### src/rtl/fifo2linebuf_pkg.sv
// -----------------------------------------------------------------------------
// linebuf_pkg
// Shared definitions for the FIFO-to-line-buffer writer:
//   - FSM state encoding (IDLE, RD, CHK, STALL)
//   - bit positions of the 29-bit video FIFO word
//       [28]    spare
//       [27]    chunk bit
//       [26:16] line number y
//       [15:0]  YUV422 pixel
//   - a packed {y, pix} view of the word plus an unpack helper
// -----------------------------------------------------------------------------
package linebuf_pkg;

  typedef enum logic [1:0] {
    IDLE  = 2'd0,
    RD    = 2'd1,
    CHK   = 2'd2,
    STALL = 2'd3
  } lb_state_e;

  localparam int WORD_W    = 29;
  localparam int CHUNK_BIT = 27;
  localparam int Y_MSB     = 26;
  localparam int Y_LSB     = 16;
  localparam int PIX_MSB   = 15;
  localparam int Y_W       = Y_MSB - Y_LSB + 1;
  localparam int PIX_W     = PIX_MSB + 1;

  typedef struct packed {
    logic [Y_W-1:0]   y;
    logic [PIX_W-1:0] pix;
  } lb_pix_t;

  // Takes only the y/pixel part of the word; the chunk bit is not used here.
  function automatic lb_pix_t lb_unpack(input logic [Y_MSB:0] w);
    lb_pix_t p;
    p.y   = w[Y_MSB:Y_LSB];
    p.pix = w[PIX_MSB:0];
    return p;
  endfunction

endpackage

### src/rtl/fifo2linebuf_if.sv
// -----------------------------------------------------------------------------
// fifo2linebuf_if
// Bundles the video-FIFO read side, the line-buffer write side and the
// line-closed notification of fifo2linebuf.
//   fifo_dout  [28:0]     FIFO word (valid the cycle after fifo_rd_en)
//   fifo_empty            FIFO empty flag
//   fifo_rd_en            FIFO read strobe
//   bank_free  [1:0]      per-bank "writable" from the display side
//   buf_we                line-buffer write enable
//   buf_addr   [ADDR_W:0] {bank, pixel index}
//   buf_wdata  [15:0]     pixel written
//   line_done             one-cycle pulse when a line is closed
//   line_num   [10:0]     y of the closed line
//   line_bank             bank of the closed line
// master: the line-buffer writer.  slave: FIFO / RAM / display environment.
// -----------------------------------------------------------------------------
interface fifo2linebuf_if
  import linebuf_pkg::*;
#(
  parameter int ADDR_W = 11
);
  logic [WORD_W-1:0] fifo_dout;
  logic              fifo_empty;
  logic              fifo_rd_en;
  logic [1:0]        bank_free;
  logic              buf_we;
  logic [ADDR_W:0]   buf_addr;
  logic [PIX_W-1:0]  buf_wdata;
  logic              line_done;
  logic [Y_W-1:0]    line_num;
  logic              line_bank;

  modport master (
    input  fifo_dout, fifo_empty, bank_free,
    output fifo_rd_en, buf_we, buf_addr, buf_wdata, line_done, line_num, line_bank
  );

  modport slave (
    output fifo_dout, fifo_empty, bank_free,
    input  fifo_rd_en, buf_we, buf_addr, buf_wdata, line_done, line_num, line_bank
  );
endinterface

### src/rtl/fifo2linebuf.sv
// -----------------------------------------------------------------------------
// fifo2linebuf
// Drains a video FIFO of {chunk, y, pixel} words into an external ping-pong
// line buffer (two banks of 2**ADDR_W pixels). One read per two cycles: RD
// strobes the FIFO, CHK consumes the word the next cycle and either writes
// it, drops it, or closes a short line and parks the word in STALL until the
// next bank is free.
//
// Parameters
//   H_ACTIVE  pixels per line (default 1280)
//   ADDR_W    in-bank address width, 2**ADDR_W >= H_ACTIVE (default 11)
// Ports
//   clk125    clock, rising edge
//   sys_rst   asynchronous active-high reset
//   bus       fifo2linebuf_if.master (FIFO read, buffer write, line_done)
//   err_flags sticky: [0] pixel dropped after its line closed, [1] short line
//   drop_cnt / short_cnt (only with LINEBUF_STATS_EN): saturating 16-bit
//             event counters for err_flags[0] / err_flags[1] events
// Build option
//   LINEBUF_STATS_EN  adds drop_cnt and short_cnt
// -----------------------------------------------------------------------------
module fifo2linebuf
  import linebuf_pkg::*;
#(
  parameter int H_ACTIVE = 1280,
  parameter int ADDR_W   = 11
) (
  input  logic              clk125,
  input  logic              sys_rst,
  fifo2linebuf_if.master    bus,
  output logic [1:0]        err_flags
`ifdef LINEBUF_STATS_EN
  ,
  output logic [15:0]       drop_cnt,
  output logic [15:0]       short_cnt
`endif
);

  localparam logic [ADDR_W:0] LAST_IDX = (ADDR_W+1)'(H_ACTIVE - 1);
  localparam logic [ADDR_W:0] ONE_IDX  = (ADDR_W+1)'(1);

  lb_state_e         state_q, state_d;
  logic              cur_bank_q, cur_bank_d;
  logic [ADDR_W:0]   pix_cnt_q, pix_cnt_d;
  logic [Y_W-1:0]    cur_y_q, cur_y_d;
  logic [Y_W-1:0]    last_y_q, last_y_d;
  logic              closed_q, closed_d;
  lb_pix_t           stage_q, stage_d;

  logic              buf_we_q, buf_we_d;
  logic [ADDR_W:0]   buf_addr_q, buf_addr_d;
  logic [PIX_W-1:0]  buf_wdata_q, buf_wdata_d;
  logic              line_done_q, line_done_d;
  logic [Y_W-1:0]    line_num_q, line_num_d;
  logic              line_bank_q, line_bank_d;
  logic [1:0]        err_q, err_d;

  logic              rd_ok;
  logic              drop_evt;
  logic              short_evt;
  lb_pix_t           word;

  assign word = lb_unpack(bus.fifo_dout[Y_MSB:0]);

  // Chunk bit and spare bit are carried by the FIFO but not needed here.
  logic unused_hi;
  assign unused_hi = ^bus.fifo_dout[WORD_W-1:CHUNK_BIT];

  // Another read may start only while data is present and the bank being
  // filled is still writable; a bank going busy mid-line simply parks us in
  // IDLE after the read already in flight has been consumed.
  assign rd_ok = !bus.fifo_empty && bus.bank_free[cur_bank_q];

  always_comb begin
    state_d     = state_q;
    cur_bank_d  = cur_bank_q;
    pix_cnt_d   = pix_cnt_q;
    cur_y_d     = cur_y_q;
    last_y_d    = last_y_q;
    closed_d    = closed_q;
    stage_d     = stage_q;
    buf_we_d    = 1'b0;
    buf_addr_d  = buf_addr_q;
    buf_wdata_d = buf_wdata_q;
    line_done_d = 1'b0;
    line_num_d  = line_num_q;
    line_bank_d = line_bank_q;
    err_d       = err_q;
    drop_evt    = 1'b0;
    short_evt   = 1'b0;

    unique case (state_q)
      IDLE: begin
        if (rd_ok) state_d = RD;
      end

      RD: begin
        state_d = CHK;
      end

      CHK: begin
        state_d = rd_ok ? RD : IDLE;
        if (closed_q && (word.y == last_y_q)) begin
          // Surplus pixel of a line that already received H_ACTIVE pixels.
          drop_evt = 1'b1;
          err_d[0] = 1'b1;
        end else if ((pix_cnt_q == '0) || (word.y == cur_y_q)) begin
          buf_we_d    = 1'b1;
          buf_addr_d  = {cur_bank_q, pix_cnt_q[ADDR_W-1:0]};
          buf_wdata_d = word.pix;
          cur_y_d     = word.y;
          closed_d    = 1'b0;
          if (pix_cnt_q == LAST_IDX) begin
            line_done_d = 1'b1;
            line_num_d  = word.y;
            line_bank_d = cur_bank_q;
            cur_bank_d  = ~cur_bank_q;
            pix_cnt_d   = '0;
            closed_d    = 1'b1;
            last_y_d    = word.y;
            state_d     = IDLE;
          end else begin
            pix_cnt_d = pix_cnt_q + ONE_IDX;
          end
        end else begin
          // New y before the line was full: close it short and keep the
          // word, it becomes pixel 0 of the next bank once that is free.
          line_done_d = 1'b1;
          line_num_d  = cur_y_q;
          line_bank_d = cur_bank_q;
          err_d[1]    = 1'b1;
          short_evt   = 1'b1;
          cur_bank_d  = ~cur_bank_q;
          pix_cnt_d   = '0;
          stage_d     = word;
          state_d     = STALL;
        end
      end

      STALL: begin
        if (bus.bank_free[cur_bank_q]) begin
          buf_we_d    = 1'b1;
          buf_addr_d  = {cur_bank_q, {ADDR_W{1'b0}}};
          buf_wdata_d = stage_q.pix;
          cur_y_d     = stage_q.y;
          pix_cnt_d   = ONE_IDX;
          state_d     = IDLE;
        end
      end

      default: state_d = IDLE;
    endcase
  end

  always_ff @(posedge clk125 or posedge sys_rst) begin
    if (sys_rst) begin
      state_q     <= IDLE;
      cur_bank_q  <= 1'b0;
      pix_cnt_q   <= '0;
      cur_y_q     <= '0;
      last_y_q    <= '0;
      closed_q    <= 1'b0;
      stage_q     <= '0;
      buf_we_q    <= 1'b0;
      buf_addr_q  <= '0;
      buf_wdata_q <= '0;
      line_done_q <= 1'b0;
      line_num_q  <= '0;
      line_bank_q <= 1'b0;
      err_q       <= '0;
    end else begin
      state_q     <= state_d;
      cur_bank_q  <= cur_bank_d;
      pix_cnt_q   <= pix_cnt_d;
      cur_y_q     <= cur_y_d;
      last_y_q    <= last_y_d;
      closed_q    <= closed_d;
      stage_q     <= stage_d;
      buf_we_q    <= buf_we_d;
      buf_addr_q  <= buf_addr_d;
      buf_wdata_q <= buf_wdata_d;
      line_done_q <= line_done_d;
      line_num_q  <= line_num_d;
      line_bank_q <= line_bank_d;
      err_q       <= err_d;
    end
  end

  // Read strobe is decoded from the state so reset removes it at once.
  assign bus.fifo_rd_en = (state_q == RD);
  assign bus.buf_we     = buf_we_q;
  assign bus.buf_addr   = buf_addr_q;
  assign bus.buf_wdata  = buf_wdata_q;
  assign bus.line_done  = line_done_q;
  assign bus.line_num   = line_num_q;
  assign bus.line_bank  = line_bank_q;
  assign err_flags      = err_q;

`ifdef LINEBUF_STATS_EN
  logic [15:0] drop_cnt_q, short_cnt_q;

  always_ff @(posedge clk125 or posedge sys_rst) begin
    if (sys_rst) begin
      drop_cnt_q  <= '0;
      short_cnt_q <= '0;
    end else begin
      if (drop_evt && (drop_cnt_q != 16'hFFFF))
        drop_cnt_q <= drop_cnt_q + 16'd1;
      if (short_evt && (short_cnt_q != 16'hFFFF))
        short_cnt_q <= short_cnt_q + 16'd1;
    end
  end

  assign drop_cnt  = drop_cnt_q;
  assign short_cnt = short_cnt_q;
`else
  logic unused_evt;
  assign unused_evt = drop_evt ^ short_evt;
`endif

endmodule

### src/flat_wrapper.sv
// flat-port wrapper written by rule: the top's interface ports become plain ports
module fifo2linebuf_flat import linebuf_pkg::*;
#(
  parameter int H_ACTIVE = 1280,
  parameter int ADDR_W   = 11
)
  (clk125, sys_rst, err_flags, bus_fifo_dout, bus_fifo_empty, bus_bank_free, bus_fifo_rd_en, bus_buf_we, bus_buf_addr, bus_buf_wdata, bus_line_done, bus_line_num, bus_line_bank);
  fifo2linebuf_if #(.ADDR_W(ADDR_W)) bus_i ();
  input  logic clk125;
  input  logic sys_rst;
  output logic [1:0] err_flags;
  input wire logic [$bits(bus_i.fifo_dout)-1:0] bus_fifo_dout;
  input wire logic [$bits(bus_i.fifo_empty)-1:0] bus_fifo_empty;
  input wire logic [$bits(bus_i.bank_free)-1:0] bus_bank_free;
  output wire logic [$bits(bus_i.fifo_rd_en)-1:0] bus_fifo_rd_en;
  output wire logic [$bits(bus_i.buf_we)-1:0] bus_buf_we;
  output wire logic [$bits(bus_i.buf_addr)-1:0] bus_buf_addr;
  output wire logic [$bits(bus_i.buf_wdata)-1:0] bus_buf_wdata;
  output wire logic [$bits(bus_i.line_done)-1:0] bus_line_done;
  output wire logic [$bits(bus_i.line_num)-1:0] bus_line_num;
  output wire logic [$bits(bus_i.line_bank)-1:0] bus_line_bank;
  assign bus_i.fifo_dout = bus_fifo_dout;
  assign bus_i.fifo_empty = bus_fifo_empty;
  assign bus_i.bank_free = bus_bank_free;
  assign bus_fifo_rd_en = bus_i.fifo_rd_en;
  assign bus_buf_we = bus_i.buf_we;
  assign bus_buf_addr = bus_i.buf_addr;
  assign bus_buf_wdata = bus_i.buf_wdata;
  assign bus_line_done = bus_i.line_done;
  assign bus_line_num = bus_i.line_num;
  assign bus_line_bank = bus_i.line_bank;
  fifo2linebuf #(.H_ACTIVE(H_ACTIVE), .ADDR_W(ADDR_W)) u_core (.clk125(clk125), .sys_rst(sys_rst), .bus(bus_i), .err_flags(err_flags));
endmodule
### config.mk
export PLATFORM = sky130hd
export DESIGN_NAME = fifo2linebuf_flat
export DESIGN_NICKNAME = d
export VERILOG_FILES = /design/src/rtl/fifo2linebuf_pkg.sv /design/src/rtl/fifo2linebuf_if.sv /design/src/rtl/fifo2linebuf.sv /design/src/flat_wrapper.sv
export SDC_FILE = /design/constraint.sdc
export NUM_CORES = 1
export LEC_CHECK = 0
export ABC_AREA = 1
export BUFFER_PORTS_ARGS = -buffer_cell sky130_fd_sc_hd__buf_4
export CAP_MARGIN = 20
export CORE_MARGIN = 2
export CORE_UTILIZATION = 40
export CTS_CLUSTER_SIZE = 14
export DETAILED_ROUTE_END_ITERATION = 8
export PLACE_DENSITY_LB_ADDON = 0.25
export SYNTH_ARGS = -nofsm -noshare
export SYNTH_HDL_FRONTEND = slang
export SYNTH_SLANG_ARGS = --single-unit
export TNS_END_PERCENT = 1
### constraint.sdc
create_clock -name clk125 -period 5.2 [get_ports clk125]
set_input_delay 0.26 -clock clk125 [delete_from_list [all_inputs] [get_ports clk125]]
set_output_delay 0.26 -clock clk125 [all_outputs]
set_load 0.01 [all_outputs]
=== Yosys cells after proc, flatten, opt, wreduce, memory -nomap -nowiden ===
Cells that the tools add are included.

* Register bits: 109
* Input bits: 34
* Word-level logic and storage cells: 87

* Add/subtract/negate cells: 1
* Order comparisons: 1
* Eq/ne operators: 11
* Muxes and demuxes: 40
* Bitwise operators: 3
* Reductions and logical operators: 15

{| class="wikitable"
|+ Operators by type and width
! kind !! number
|-
| 12-bit two-way mux || 7
|-
| 11-bit two-way mux || 5
|-
| 16-bit two-way mux || 3
|-
| 12-bit one-hot mux with 2 select lines || 2
|-
| 16-bit one-hot mux with 2 select lines || 1
|-
| 11-bit == test || 2
|-
| 11-bit one-hot mux with 2 select lines || 1
|-
| 1-bit two-way mux || 14
|-
| 12-bit by 1-bit adder with 12-bit output, second input constant || 1
|-
| 12-bit by 11-bit == test with 1-bit output, second input constant || 1
|-
| 12-bit logical NOT || 1
|-
| 3-bit AND reduction || 4
|-
| 2-bit two-way mux || 5
|-
| 2-bit one-hot mux with 4 select lines || 1
|-
| 4-bit AND reduction || 2
|-
| 2-bit by 1-bit != test with 1-bit output, second input constant || 3
|-
| 2-bit == test, second input constant || 2
|-
| 2-bit != test, second input constant || 2
|-
| 2-bit AND reduction || 2
|-
| 1-bit NOT || 3
|-
| 2-bit by 1-bit == test with 1-bit output, second input constant || 1
|-
| 1-bit logical AND || 2
|-
| 2-bit logical NOT || 1
|-
| 1-bit by 2-bit < comparator with 1-bit output, second input constant || 1
|-
| 4 further kinds || 4
|}

=== Logic depth before layout (Yosys ltp) ===
Gate-level depths: netlist of the first run.

* Depth after elaboration: 8
* Depth in mapped cells: 14
* Mapped depth without buffers: 13

=== Worst setup path after synthesis of the first run ===
No wires, ideal clock.

* Path type: reg2reg
* From: register u_core.pix_cnt_q[0]
* To: register u_core.buf_wdata_q[0], in the netlist u_core.bus.buf_wdata[0]
* Setup time: 123 ps
* Data arrival time: 1,658 ps
* Slack: 3,418 ps
* Stages on the path, launching flop included: 15
* Path buffers: 3
* Cells stage by stage: dfrtp_1 -> inv_1 -> ha_1 -> inv_1 -> nor2_1 -> nand4_1 -> nor2_1 -> a21oi_2 -> buf_6 -> nand2_4 -> nand2_2 -> buf_6 -> buf_6 -> nand2_2 -> o21ai_2

* Longest elaborated chain between the ends: 4

{| class="wikitable"
|+ RTL lines
! what !! RTL line !! text
|-
| start: declaration || fifo2linebuf.sv:44 || <nowiki>logic [ADDR_W:0] pix_cnt_q, pix_cnt_d;</nowiki>
|-
| start signal: assignment || fifo2linebuf.sv:174 || <nowiki>pix_cnt_q <= pix_cnt_d;</nowiki>
|-
| 12-bit logical NOT || fifo2linebuf.sv:107 || <nowiki>end else if ((pix_cnt_q == '0) || (word.y == cur_y_q)) begin</nowiki>
|-
| 1-bit logical OR || fifo2linebuf.sv:107 ||
|-
| 2-bit by 1-bit != test with 1-bit output (no line) || -- ||
|-
| 4-bit AND reduction (no line) || -- ||
|-
| end signal: assignment || fifo2linebuf.sv:181 || <nowiki>buf_wdata_q <= buf_wdata_d;</nowiki>
|-
| end: declaration || fifo2linebuf.sv:52 || <nowiki>logic [PIX_W-1:0] buf_wdata_q, buf_wdata_d;</nowiki>
|}

Every way passes these cells.
A chain may end at the register's enable or synchronous reset.

=== Worst setup path in the final report of the first run ===
* From: register u_core.state_q[1]
* To: register u_core.cur_y_q[9]

* Longest elaborated chain between the ends: 3
* Elaborated cells between the ends (all ways): 8
* Those cells by class: 5 x eq/ne; 1 x mux; 2 x reduce/logical

{| class="wikitable"
|+ RTL lines
! what !! RTL line !! text
|-
| start: declaration || fifo2linebuf.sv:42 || <nowiki>lb_state_e state_q, state_d;</nowiki>
|-
| start signal: assignment || fifo2linebuf.sv:172 || <nowiki>state_q <= state_d;</nowiki>
|-
| 2-bit == test || fifo2linebuf.sv:92 || <nowiki>unique case (state_q)</nowiki>
|-
| 2-bit by 1-bit != test with 1-bit output (no line) (tied with other cells) || -- ||
|-
| 4-bit AND reduction (no line) || -- ||
|-
| end signal: assignment || fifo2linebuf.sv:175 || <nowiki>cur_y_q <= cur_y_d;</nowiki>
|-
| end: declaration || fifo2linebuf.sv:45 || <nowiki>logic [Y_W-1:0] cur_y_q, cur_y_d;</nowiki>
|}

Several ways; a longest one is shown, not always the timed one.

==> flow_metrics.env, run 1 <==
export IMPL_critPathLaunchType="register"
export IMPL_powerDensity_nw_per_um2=565.3
export IMPL_fin_crit_ns=2.659
export IMPL_antenna_left=0
export IMPL_area_growth_pct=17.14
export IMPL_cp_max_fo=74
export IMPL_critPathCaptureType="register"
export IMPL_core_um2=13300
export IMPL_yosysSeqAreaShare_pct=50.08
export IMPL_antenna_found_initial=0
export IMPL_clock_path_buffers=2
export IMPL_synth_nets=720
export IMPL_gp_congestion=0.8670
export IMPL_wl_um=12000
export IMPL_fmaxAchievable_mhz=376.1
export IMPL_hold_path_class="primary input to async pin"
export IMPL_fin_area_um2=6380
export IMPL_routedWlPerCell_um=12.97
export IMPL_nets=780
export IMPL_io_buffers=76
export IMPL_holdBufCountCts=0
export IMPL_finalHoldViolCount=0
export IMPL_placed_cell_area_um2=6067
export IMPL_yosysWarnings=0
export IMPL_worstMarginPinSlew_ns=0.9676
export IMPL_grt_max_degree=75
export IMPL_fin_setup_tns_ns=0
export IMPL_grt_pass1_vias=4211
export IMPL_layout_setup_ws_ns=2.541
export IMPL_clock_sinks=109
export IMPL_regToRegSetupSlack_ns=2.54
export IMPL_dr_pass1_iters=4
export IMPL_drt_iter0_drc=238
export IMPL_numCtsBuffers=9
export IMPL_cts_root_buf="clkbuf_16"
export IMPL_cp_arrival_ns=2.92
export IMPL_dpl_cell_count=909
export IMPL_slew_violations=0
export IMPL_cp_data_required_time_ns=5.46
export IMPL_synth_cell_types=28
export IMPL_worstSetupPathType="register to register"
export IMPL_p_leak_nw=3.181
export IMPL_status="completed"
export IMPL_cts_tree="done"
export IMPL_antenna_cells=0
export IMPL_grt_pass1_wl_um=20400
export IMPL_fin_skew_ns=0.009193
export IMPL_n_fill_cell=1291
export IMPL_cts_resized=0
export IMPL_finalCritPeriodShare_pct=51.13
export IMPL_hpwl_um=8231
export IMPL_track_usage_pct=17.76
export IMPL_rsz0062_at_grt="no"
export IMPL_insertion_delay_ns=0.36
export IMPL_vias=4354
export IMPL_ios=79
export IMPL_h_tree_depth=3
export IMPL_post_cts_buffers=0
export IMPL_synth_area_per_cell_um2=7.963
export IMPL_vdd_drop_max_v=0.0003094
export IMPL_grt_overflow=0
export IMPL_die_x_um=120.7
export IMPL_setup_violations_final=0
export IMPL_rows=42
export IMPL_syn_cell_area_um2=5446
export IMPL_drv_cap=0
export IMPL_path_clk_slew_ns=0.07
export IMPL_synth_cells=684
export IMPL_finalNonFillerCells=925
export IMPL_dieArea_um2=14570
export IMPL_drc=0
export IMPL_slew_headroom_pct=35.44
export IMPL_start_util_pct=40.97
export IMPL_ys_ff_latch=109
export IMPL_drive_gt1_share_pct=20.56
export IMPL_die_y_um=120.7
export IMPL_viasPerCell=4.707
export IMPL_place_ws_ns=2.560
==> metal layers <==
| metal | track usage [%] | share of wire, % |
|---|---|---|
| met1 | 23.00 | 47 |
| met3 | 2.972 | 2.9 |
| met4 | 7.340 | 2.0 |
| met5 | 0 | 0 |
| met2 | 29.52 | 49 |
==> cells in the mapped netlist (all sizes together) <==
master	instances	area, µm²
dfrtp	109	2728
nor3	3	15.01
nand3	32	170.2
o21ai	118	680.7
buf	22	170.2
clkbuf	8	30.03
inv	66	247.7
nand2	267	1057
or2	2	12.52
o21bai	1	7.510
a21oi	2	25.03
nor2	37	151.4
xor2	5	43.79
nand4	2	12.51
ha	2	25.02
xnor2	8	70.07
==> where the power goes <==
| part | internal, mW | leakage, nW | switching [mW] |
|---|---|---|---|
| combinational | 0.552 | 1.63 | 1.02 |
| clock | 0.413 | 0.152 | 0.310 |
| sequential | 1.15 | 1.40 | 0.161 |
==> flip-flops by register name (all words and copies together) (netlist names) <==
register	cells
u_core.state_q	2
u_core.pix_cnt_q	12
u_core.stage_q	27
u_core.closed_q	1
u_core.last_y_q	11
u_core.cur_y_q	11
u_core.bus.buf_we	1
u_core.bus.line_done	1
u_core.bus.buf_addr	12
u_core.err_flags	2
u_core.bus.line_num	11
u_core.bus.line_bank	1
u_core.cur_bank_q	1
u_core.bus.buf_wdata	16
==> metrics by stage <==
| step | hold WS [ns] | utilization (%) | power (mW) |
|---|---|---|---|
| 2_1_floorplan | 0.3810 | - | 2.532 |
| 5_1_grt | 0.07818 | 47.99 | 3.914 |
| 3_3_place_gp | 0.4127 | 45.63 | 2.873 |
| 6_report | 0.01114 | 47.99 | 3.606 |
| 3_5_place_dp | 0.4213 | 45.63 | 2.921 |
| 4_1_cts | 0.03530 | 47.99 | 3.653 |
==> placed cells by master, fill, tap and decap left out, types with 2 or more instances in the layout <==
cell type / n
buf_4: 79
clkbuf_16: 9
clkbuf_8: 3
dfrtp_1: 109
ha_1: 2
inv_1: 56
inv_2: 9
nand2_1: 249
nand2_2: 15
nand2_4: 3
nand3_1: 30
nand3_2: 2
nand4_1: 2
nor2_1: 34
nor2_2: 2
nor3_1: 3
o21ai_0: 56
o21ai_1: 38
o21ai_2: 24
xnor2_1: 8
xor2_1: 5
==> layout make-up <==
class	instances	area, µm²	share of cell area [%]
Clock inverter	3	42.54	0.6668
Timing Repair Buffer	79	593.1	9.296
Tap cell	176	220.2	3.452
Inverter	66	250.2	3.922
Clock buffer	13	270.3	4.236
Multi-Input combinational cell	479	2276	35.67
Sequential cell	109	2728	42.75
==> final timing paths <==
check | start | end | cells past startpoint
max in group asynchronous | sys_rst | u_core.pix_cnt_q[11] | 3
setup / recovery | u_core.state_q[1] | u_core.cur_y_q[9] | 8
hold reg to reg | u_core.bus.buf_addr[0] | u_core.bus.buf_addr[0] | 2
min in group clk125 | bus_fifo_dout[0] | u_core.stage_q[0] | 3
setup reg to reg | u_core.state_q[1] | u_core.cur_y_q[9] | 8
hold / removal | sys_rst | u_core.bus.buf_wdata[0] | 2
==> critical path, cell delays in order, from the launching register on <==
cell     delay (ns)
dfrtp_1        0.40
nand2_1        0.07
buf_4          0.34
inv_2          0.32
nand2_1        0.21
nand2_4        0.15
nand2_4        0.75
nand2_1        0.14
o21ai_1        0.12
==> kinds of logic (layout without fill, tap and decap cells) <==
family / after synthesis / after routing / synth area share, %
xor+xnor: 13 / 13 / 2.091
simple gates: 343 / 343 / 26.05
buf+inv: 96 / 161 / 8.224
compound gates: 121 / 121 / 13.09
flops: 109 / 109 / 50.08
fa+ha+maj: 2 / 2 / 0.4594
(Power assumes the default switching activity.)
==> run 2: changes to the inputs <==
--- a/config.mk
+++ b/config.mk
@@ -5,7 +5,7 @@
 export SDC_FILE = /design/constraint.sdc
 export NUM_CORES = 1
 export LEC_CHECK = 0
-export ABC_AREA = 1
+export ABC_AREA = 0
 export BUFFER_PORTS_ARGS = -buffer_cell sky130_fd_sc_hd__buf_4
 export CAP_MARGIN = 20
 export CORE_MARGIN = 2
==> constraint.sdc (replaced) <==
create_clock -name clk125 -period 2.4 [get_ports clk125]
set_input_delay 0.12 -clock clk125 [delete_from_list [all_inputs] [get_ports clk125]]
set_output_delay 0.12 -clock clk125 [all_outputs]
set_load 0.01 [all_outputs]
==> flow_metrics.env, run 2 <==
export IMPL_worstMarginPinSlew_ns=0.6478
export IMPL_gp_congestion=0.8130
export IMPL_synth_area_per_cell_um2=12.20
export IMPL_fin_skew_ns=0.006396
export IMPL_syn_cell_area_um2=5101
export IMPL_ios=79
export IMPL_yosys_area_top_type_share_pct=53.47
export IMPL_cts_tree="done"
export IMPL_grt_pass1_vias=3595
export IMPL_cp_arrival_ns=2.41
export IMPL_slew_violations=0
export IMPL_setup_violations_final=0
export IMPL_grt_max_degree=110
export IMPL_synth_top_family_by_area="multiplexers"
export IMPL_critPathLaunchType="register"
export IMPL_largest_reg_flops=27
export IMPL_synth_edf_count=0
export IMPL_fmaxAchievable_mhz=459.0
export IMPL_regMostFlops="u_core.stage_q"
export IMPL_grt_pass1_wl_um=18060
export IMPL_die_x_um=116.9
export IMPL_io_buffers=76
export IMPL_ys_ff_latch=109
export IMPL_rows=41
export IMPL_routedWlPerCell_um=15.59
export IMPL_finalPower_mw=7.715
export IMPL_dr_pass1_iters=4
export IMPL_dieArea_um2=13670
export IMPL_rsz0062_at_grt="no"
export IMPL_drt_iter0_drc=172
export IMPL_core_um2=12520
export IMPL_synthSimpleGateAreaFrac_pct=9.100
export IMPL_numCtsBuffers=9
export IMPL_finalCritPeriodShare_pct=90.78
export IMPL_yosysTopAreaCell="dfrtp_1"
export IMPL_critPathCaptureType="register"
export IMPL_nets=552
export IMPL_synth_mux_area_share_pct=20.24
export IMPL_hpwl_um=7200
export IMPL_h_tree_depth=3
export IMPL_drc=0
export IMPL_slowest_stage="dfrtp_1"
export IMPL_wl_um=10800
export IMPL_layout_commonest_cell="dfrtp_1"
export IMPL_synth_area_top_cells="dfrtp_1 53%, mux2_1 8.8%, mux2i_1 5.9%"
export IMPL_antenna_left=0
export IMPL_drive_gt1_share_pct=28.41
export IMPL_clock_sinks=109
export IMPL_post_cts_buffers=0
export IMPL_synth_compound_area_share_pct=9.222
export IMPL_cp_max_fo=7
export IMPL_start_util_pct=40.75
export IMPL_final_cell_mix="109 x dfrtp_1, 87 x buf_4, 40 x mux2_1"
export IMPL_fin_setup_tns_ns=0
export IMPL_track_usage_pct=17.28
export IMPL_vdd_drop_max_v=0.0004629
export IMPL_finalHoldViolCount=0
export IMPL_area_growth_pct=25.85
export IMPL_path_clk_slew_ns=0.07
export IMPL_grt_overflow=0
export IMPL_synth_xor_area_share_pct=3.949
export IMPL_ys_async_sr_fraction_pct=100.0
export IMPL_fin_crit_ns=2.179
export IMPL_regToRegSetupSlack_ns=0.22
export IMPL_status="completed"
export IMPL_slew_headroom_pct=56.62
export IMPL_yosysWarnings=0
export IMPL_vias=3519
export IMPL_synth_cells=418
export IMPL_synth_nets=454
export IMPL_synth_adder_area_share_pct=0.4906
export IMPL_die_y_um=116.9
export IMPL_yosysSeqAreaShare_pct=53.47
export IMPL_viasPerCell=5.078
export IMPL_antenna_cells=0
export IMPL_hold_path_class="primary input to register"
export IMPL_cpPeakStageDelay_ns=0.46
export IMPL_cp_data_required_time_ns=2.63
export IMPL_insertion_delay_ns=0.35
export IMPL_synth_ff_type="dfrtp_1"
export IMPL_crit_path_cell_trace="ha_1, nand3_1, nor3_2, nand3_2, a21oi_2, buf_4, mux2_2"
export IMPL_p_leak_nw=2.989
export IMPL_worstSetupPathType="register to register"
export IMPL_powerDensity_nw_per_um2=1202
export IMPL_cts_root_buf="clkbuf_16"
export IMPL_antenna_found_initial=0
export IMPL_drv_cap=0
export IMPL_synth_most_common_cell="dfrtp_1"
export IMPL_synthTopCellsByCount="109 x dfrtp_1, 40 x mux2_1, 30 x mux2i_1, 30 x nor2_1, 28 x a21oi_1"
export IMPL_clock_path_buffers=2
export IMPL_synth_cell_types=50
## run 2: what timing repair did
action	CTS	global route
setup endpoints to repair	0	16
resized for setup	0	2
hold buffers	17	0
hold endpoints to repair	125	0
## run 2: path summary, 6_finish.rpt
| check | start | end | cells past startpoint |
|---|---|---|---|
| min reg2reg | u_core.err_flags[1] | u_core.err_flags[1] | 1 |
| max in group asynchronous | sys_rst | u_core.stage_q[22] | 4 |
| min in group asynchronous | sys_rst | u_core.bus.buf_addr[4] | 4 |
| max reg2reg | u_core.pix_cnt_q[1] | u_core.bus.line_num[6] | 7 |
| min | bus_fifo_dout[20] | u_core.last_y_q[4] | 2 |
| max | u_core.pix_cnt_q[1] | u_core.bus.line_num[6] | 7 |
## run 2: routing by layer
metal  share of wire, %  vias to the layer above  GRT usage [%]  routed length (µm)
li1                   -                     1691              -                   -
met1                 46                     1748          23.22                5009
met2                 48                       67          27.09                5187
met3                3.6                       13          3.450                 384
met4                2.0                        0          8.000                 221
met5                  0                        -              0                   0
## run 2: final cells by class
| cell class | count | area [µm²] |
|---|---|---|
| fill | 1130 | 6097 |
| sequential | 109 | 2728 |
| multi-input combinational | 273 | 2213 |
| timing repair buffer | 107 | 883.3 |
| clock buffer | 10 | 229.0 |
| tap | 172 | 215.2 |
| clock inverter | 6 | 87.58 |
| inverter | 16 | 63.81 |
## run 2: cell families (layout without fill, tap and decap cells)
| logic type | after synthesis | in the layout |
|---|---|---|
| flip-flops | 109 | 109 |
| XOR/XNOR | 23 | 23 |
| AND/OR/NAND/NOR | 87 | 87 |
| multiplexers | 92 | 92 |
| AO/OA/AOI/OAI | 69 | 69 |
| buffers and inverters | 36 | 139 |
| adder cells (fa/ha/maj) | 2 | 2 |
## run 2: power breakdown
part           switching [mW]  internal (mW)
clock                   0.666          0.913
combinational            1.59           1.61
sequential              0.420           2.52
## run 2: critical path: cells and delay by family (launching register included)
family	cells	cell delay [ns]
simple gates	3	0.58
compound gates	1	0.23
flops	1	0.46
mux	1	0.34
buf+inv	1	0.21
fa+ha+maj	1	0.24
## run 2: metrics by stage
step	util (%)	setup WS, ns	std cells	instance area, µm²	hold slack, ns
floorplan	-	0.2999	418	5105	0.2547
global placement	47.31	0.1843	660	5922	0.3437
detailed placement	47.31	0.1413	660	5922	0.3493
CTS	51.20	0.1197	693	6409	0.02893
global route	51.29	0.06641	693	6420	0.04293
finish	51.29	0.2214	693	6420	0.04279
